===== src/rtl/xilinx_pcie_dma_pkg.sv =====
// Shared types and constants for the PCIe DMA read request path.
// Holds FSM encodings, the 4 KB boundary and the 10-bit length rule.
package xilinx_pcie_dma_pkg;

    typedef enum logic [1:0] {
        ST_IDLE,
        ST_CALC,
        ST_ISSUE,
        ST_WAIT_LOW
    } state_t;

    localparam int unsigned BOUNDARY_BYTES = 4096;
    localparam int unsigned DW_SHIFT       = 2;

    // A 1024 DW request is carried as 0 in the 10-bit length field.
    function automatic logic [9:0] encode_len(input logic [12:0] chunk);
        return (chunk >= 13'd1024) ? 10'd0 : chunk[9:0];
    endfunction

endpackage


===== src/rtl/dma_read_chunk_calc.sv =====
// Size of the next read request: the smallest of the remaining
// length, the MRRS limit and the distance to the next 4 KB page.
module dma_read_chunk_calc
    import xilinx_pcie_dma_pkg::*;
#(
    parameter int unsigned P_MRRS_BYTES = 512
) (
    input  logic [11:0] addr_lo,
    input  logic [15:0] rem,
    output logic [12:0] chunk
);

    localparam logic [12:0] MRRS_DW = 13'(P_MRRS_BYTES >> DW_SHIFT);

    logic [12:0] bound_dw;
    logic [12:0] rem_cap;

    always_comb begin
        bound_dw = (13'(BOUNDARY_BYTES) - {1'b0, addr_lo}) >> DW_SHIFT;
        rem_cap  = (rem > 16'(MRRS_DW)) ? MRRS_DW : rem[12:0];
        chunk    = (rem_cap < bound_dw) ? rem_cap : bound_dw;
    end

endmodule


===== src/rtl/dma_read_req_splitter.sv =====
// Splits read descriptors into MRRS- and 4 KB-bounded memory reads,
// throttled by the number of requests still awaiting completion.
module dma_read_req_splitter
    import xilinx_pcie_dma_pkg::*;
#(
    parameter int unsigned P_MRRS_BYTES      = 512,
    parameter int unsigned P_MAX_OUTSTANDING = 8,
    parameter int unsigned P_CNT_WIDTH       = 8
) (
    input  logic                   i_clk,
    input  logic                   i_rst_n,
    input  logic [31:0]            desc_addr,
    input  logic [15:0]            desc_len_dw,
    input  logic                   desc_valid,
    output logic                   desc_ready,
    output logic                   desc_done,
    output logic                   busy,
    output logic [31:0]            dma_read_addr,
    output logic [9:0]             dma_read_len,
    output logic                   dma_read_valid,
    input  logic                   dma_read_done,
    input  logic                   cpl_req_done,
    output logic [P_CNT_WIDTH-1:0] outstanding
);

    state_t      state;
    logic [31:0] cur_addr;
    logic [15:0] rem;
    logic [12:0] chunk;
    logic [12:0] calc_chunk;
    logic        done_q;
    logic        accept;
    logic        cpl_take;
    logic        can_issue;

    dma_read_chunk_calc #(
        .P_MRRS_BYTES(P_MRRS_BYTES)
    ) u_calc (
        .addr_lo(cur_addr[11:0]),
        .rem    (rem),
        .chunk  (calc_chunk)
    );

    // The engine holds done high; only its rising edge counts.
    assign accept    = (state == ST_ISSUE) && dma_read_valid
                       && dma_read_done && !done_q;
    assign cpl_take  = cpl_req_done && (outstanding != '0);
    assign can_issue = outstanding < P_CNT_WIDTH'(P_MAX_OUTSTANDING);

    always_ff @(posedge i_clk or negedge i_rst_n) begin
        if (!i_rst_n) begin
            done_q <= 1'b0;
        end else begin
            done_q <= dma_read_done;
        end
    end

    always_ff @(posedge i_clk or negedge i_rst_n) begin
        if (!i_rst_n) begin
            outstanding <= '0;
        end else if (accept && !cpl_take) begin
            outstanding <= outstanding + 1'b1;
        end else if (!accept && cpl_take) begin
            outstanding <= outstanding - 1'b1;
        end
    end

    always_ff @(posedge i_clk or negedge i_rst_n) begin
        if (!i_rst_n) begin
            state          <= ST_IDLE;
            cur_addr       <= '0;
            rem            <= '0;
            chunk          <= '0;
            desc_ready     <= 1'b1;
            desc_done      <= 1'b0;
            busy           <= 1'b0;
            dma_read_addr  <= '0;
            dma_read_len   <= '0;
            dma_read_valid <= 1'b0;
        end else begin
            desc_done <= 1'b0;
            unique case (state)
                ST_IDLE: begin
                    if (desc_valid) begin
                        cur_addr <= desc_addr & 32'hFFFF_FFFC;
                        rem      <= desc_len_dw;
                        if (desc_len_dw == '0) begin
                            desc_done <= 1'b1;
                        end else begin
                            state      <= ST_CALC;
                            desc_ready <= 1'b0;
                            busy       <= 1'b1;
                        end
                    end
                end
                ST_CALC: begin
                    chunk <= calc_chunk;
                    state <= ST_ISSUE;
                end
                ST_ISSUE: begin
                    if (!dma_read_valid) begin
                        if (can_issue) begin
                            dma_read_valid <= 1'b1;
                            dma_read_addr  <= cur_addr;
                            dma_read_len   <= encode_len(chunk);
                        end
                    end else if (accept) begin
                        dma_read_valid <= 1'b0;
                        cur_addr <= cur_addr + {17'd0, chunk, 2'b00};
                        rem      <= rem - {3'd0, chunk};
                        state    <= ST_WAIT_LOW;
                    end
                end
                ST_WAIT_LOW: begin
                    if (!dma_read_done) begin
                        if (rem == '0) begin
                            desc_done  <= 1'b1;
                            busy       <= 1'b0;
                            desc_ready <= 1'b1;
                            state      <= ST_IDLE;
                        end else begin
                            state <= ST_CALC;
                        end
                    end
                end
                default: state <= ST_IDLE;
            endcase
        end
    end

endmodule


===== config.mk =====
export PLATFORM = sky130hd
export DESIGN_NAME = dma_read_req_splitter
export DESIGN_NICKNAME = d
export VERILOG_FILES = /design/src/rtl/xilinx_pcie_dma_pkg.sv /design/src/rtl/dma_read_chunk_calc.sv /design/src/rtl/dma_read_req_splitter.sv
export SDC_FILE = /design/constraint.sdc
export NUM_CORES = 1
export LEC_CHECK = 0
export ABC_AREA = 0
export CAP_MARGIN = 20
export CORE_UTILIZATION = 55
export CTS_CLUSTER_DIAMETER = 150
export DETAILED_ROUTE_END_ITERATION = 8
export PLACE_DENSITY = 0.81
export SYNTH_ARGS = -nofsm -noshare
export SYNTH_HDL_FRONTEND = slang
export SYNTH_SLANG_ARGS = --single-unit

===== constraint.sdc =====
create_clock -name i_clk -period 4.1 [get_ports i_clk]
set_input_delay 0.41 -clock i_clk [delete_from_list [all_inputs] [get_ports i_clk]]
set_output_delay 0.41 -clock i_clk [all_outputs]
set_load 0.02 [all_outputs]

==> results.md <==
- Status: finished clean
- Hold Crit Class: in2async
- Vert. Die Dim: about 120 um
- Final instance area: 8990 sq um
- Synth Cell Area: 7230 sq um
- Period utilization: 84.7%
- Cell Rows: 41
- Kind of critical path: reg2reg
- Pleak: 4.21 nW
- Setup_tns: 0 ns
- Clock power frac: 18.0%
- Worst slew pin tran: 0.852 ns
- Max Fclk: 288 MHz
- Setup WS pre-CTS: 0.672 ns
- Synth Register Bits: 114
- Dominant synthesized flop cell: dfrtp_1
- H-tree Lvls: 4
- CTS root buf: clkbuf_16
- Max cap viols: 0
- Layout cell share with drive strength beyond 1: ~6.3%
- Reg power frac: between 20 and 30%
- P_int: between 4 and 5 mW
- Num CTS Buffers: 17
- VDD IR-drop max: 548 uV
- Cells after synthesis: 855
- CP max FO: 8
- Switching pwr: 3.43 mW
- Number of I/O pins: 107
- Critical Path End Type: flop
- RSZ-0062 raised after global routing: false
- Vias in the first global route: 6456
- Sink Count: around 110
- Reg clk slew, reported paths: ~0.050 ns
- Tmin final: 3.47 ns
- DRC viols: 0
- FF+latch area: approximately 2900 sq um
- Switch share: 43.9%
- Synth warnings: 0
- Critical Path AT: 3.81 ns
- Number of flops mapped to enable cells by yosys: 0
- Slew margin rel.: 43.2%
- I/O Buffers: roughly 100
- Design Power: 7.80 mW
- First DRT Iteration DRCs: 397
- Die Wd: 117 um
- Area of the multi-input gates: 4100 sq um
- Total wire length: 18.1 mm
- Req. time, crit path: 4.44 ns
- Post-placement cell area: 8430 sq um
- CP startpoint kind: flop
- Post-synth ARST share: 100%
- Max-slew violations: 0
- Fin cells: about 1100
- CTS max path bufs: 2
- WL per Instance: ~16 um
- Layout area overhead: 24.4%
- Worst-case clock skew: approximately 0.012 ns
- Share of total power in combinational logic: 54.0%
- ANT cells: 0
- Vias: 6579
- Largest net degree at the start of global routing: 68
- Total gr overflow: 0
- Vias per inst: 5.77
- WHS: 0.106 ns
- TritonCTS clock tree: built
- Fin worst setup slack: 0.628 ns
- Antenna viol nets, final: 0
- DP Cell Count: 1110
- Post_cts resized: 0
- Fillers: ~1100
- Post-DP HPWL: between 10 and 15 mm
- Endpoints failing hold: 0
- Post-Syn Area per Cell: 8.45 sq um
- Global-route wire length before repair: 30.4 mm
- Nets: about 1100
- Seq/Total Area, Yosys: 39.5%
- Gpl congestion: 0.943
- Final setup vio count: 0
- Final core occ: 70.7%
- Initial DRT Pass Iterations: 7
- CTS hold repair buffers: 0
- Unique masters post-synth: 64
- Post-CTS setup buffers: 0
- Initial antenna violation count: 0
- Clock Latency Late Sink: 0.42 ns
- Die area: 13600 sq um
- Total core area: 12700 sq um
- Starting Density: 56.8%
- Pwr dens: 867 nW/um^2
- Overall global routing resource usage: just under 30%
flip-flops by register name, indices dropped and copies added (netlist names):
register,count
dma_read_len,10
cur_addr,30
chunk,13
rem,16
outstanding,8
state,2
busy,1
desc_ready,1
dma_read_valid,1
done_q,1
desc_done,1
dma_read_addr,30
power groups by stage:
stage / Sequential [mW] / Combinational (mW) / Clock, mW
after CTS: 2.17 / 4.20 / 1.43
after floorplan: 2.24 / 2.86 / 0
after global routing: 2.25 / 4.73 / 1.48
final: 2.18 / 4.21 / 1.41
after detailed placement: 2.18 / 4.14 / 0
after global placement: 2.16 / 4.04 / 0
worst max-delay path, cell delays in order, from the launching register on:
cell	delay, ns
dfrtp_1	0.44
or3_4	0.42
or4_4	0.43
or4_4	0.44
ha_1	0.31
nand4_1	0.11
nor2_1	0.05
a211oi_1	0.34
o21ai_0	0.21
buf_4	0.21
mux2_2	0.27
a21oi_1	0.15
path summary, 6_finish.rpt:
kind | end | cells past startpoint | slack (ns) | startpoint
min reg2reg | dma_read_len[5] | 2 | 0.46 | dma_read_len[5]
max reg2reg | chunk[5] | 11 | 0.63 | cur_addr[6]
max in group asynchronous | desc_ready | 2 | 3.09 | i_rst_n
max | chunk[5] | 11 | 0.63 | cur_addr[6]
min in group i_clk | dma_read_len[5] | 2 | 0.46 | dma_read_len[5]
min | dma_read_len[7] | 1 | 0.11 | i_rst_n
cell usage after synthesis, drive strengths merged, types with 2 or more instances:
cell	count	area, sq um
dfrtp	113	2830
nor3	13	65.1
nand3b	2	15.0
and2	5	31.3
mux2	7	78.8
mux2i	24	240
o31ai	5	37.5
inv	41	154
a22oi	4	30.0
and3	12	75.1
xnor2	11	96.3
o31a	2	17.5
and4	3	26.3
a21oi	57	285
clkbuf	30	113
a221o	3	30.0
nor2b	8	50.1
o41ai	2	17.5
nor4	9	56.3
o21bai	2	15.0
a221oi	3	32.5
or4	3	30.0
o211ai	3	27.5
a211o	4	35.0
or3b	2	17.5
or3	8	55.1
fa	3	60.1
nand2b	9	56.3
a31oi	6	37.5
nor2	46	173
nand4	5	31.3
buf	6	32.5
a211oi	9	72.6
or2	4	25.0
xor2	17	149
nand2	192	721
o21a	5	37.5
a21o	12	90.1
nand3	26	130
o21ai	60	304
a21boi	3	22.5
ha	48	601
o22ai	15	93.8
o2111ai	2	17.5
placed cells by master (no fill, tap or decap), types with 14 or more instances in the layout:
| master | count |
|---|---|
| a21oi_1 | 57 |
| buf_4 | 14 |
| clkbuf_16 | 17 |
| clkdlybuf4s50_1 | 101 |
| dfrtp_1 | 113 |
| ha_1 | 47 |
| inv_1 | 41 |
| mux2i_1 | 24 |
| nand2_1 | 192 |
| nand3_1 | 26 |
| nor2_1 | 46 |
| o21ai_0 | 59 |
| o22ai_1 | 15 |
| xor2_1 | 17 |
cell families after synthesis:
logic type | share of synthesized area (%)
adder cells (fa/ha/maj) | 9.14
multiplexers | 4.42
flip-flops | 39.5
XOR/XNOR | 3.39
AO/OA/AOI/OAI | 17.6
other | 0.0519
buffers and inverters | 4.14
AND/OR/NAND/NOR | 21.8
cell type report:
class | instances | share of cell area [%]
Tap cell | 172 | 2.39
Inverter | 41 | 1.71
Clock buffer | 25 | 5.29
Clock inverter | 6 | 0.891
Sequential cell | 114 | 31.7
Multi-Input combinational cell | 668 | 45.6
Timing Repair Buffer | 115 | 12.4
routing by layer:
layer / wire (um) / global-route usage (%) / share of wire [%] / up-vias
li1: - / - / - / 3218
met1: 7940 / 36.4 / 44 / 3109
met2: 8670 / 47.7 / 48 / 212
met3: 1040 / 7.11 / 5.7 / 40
met4: 436 / 11.8 / 2.4 / 0
met5: 0 / 0 / 0 / -
Power figures use the tool's default switching activity.
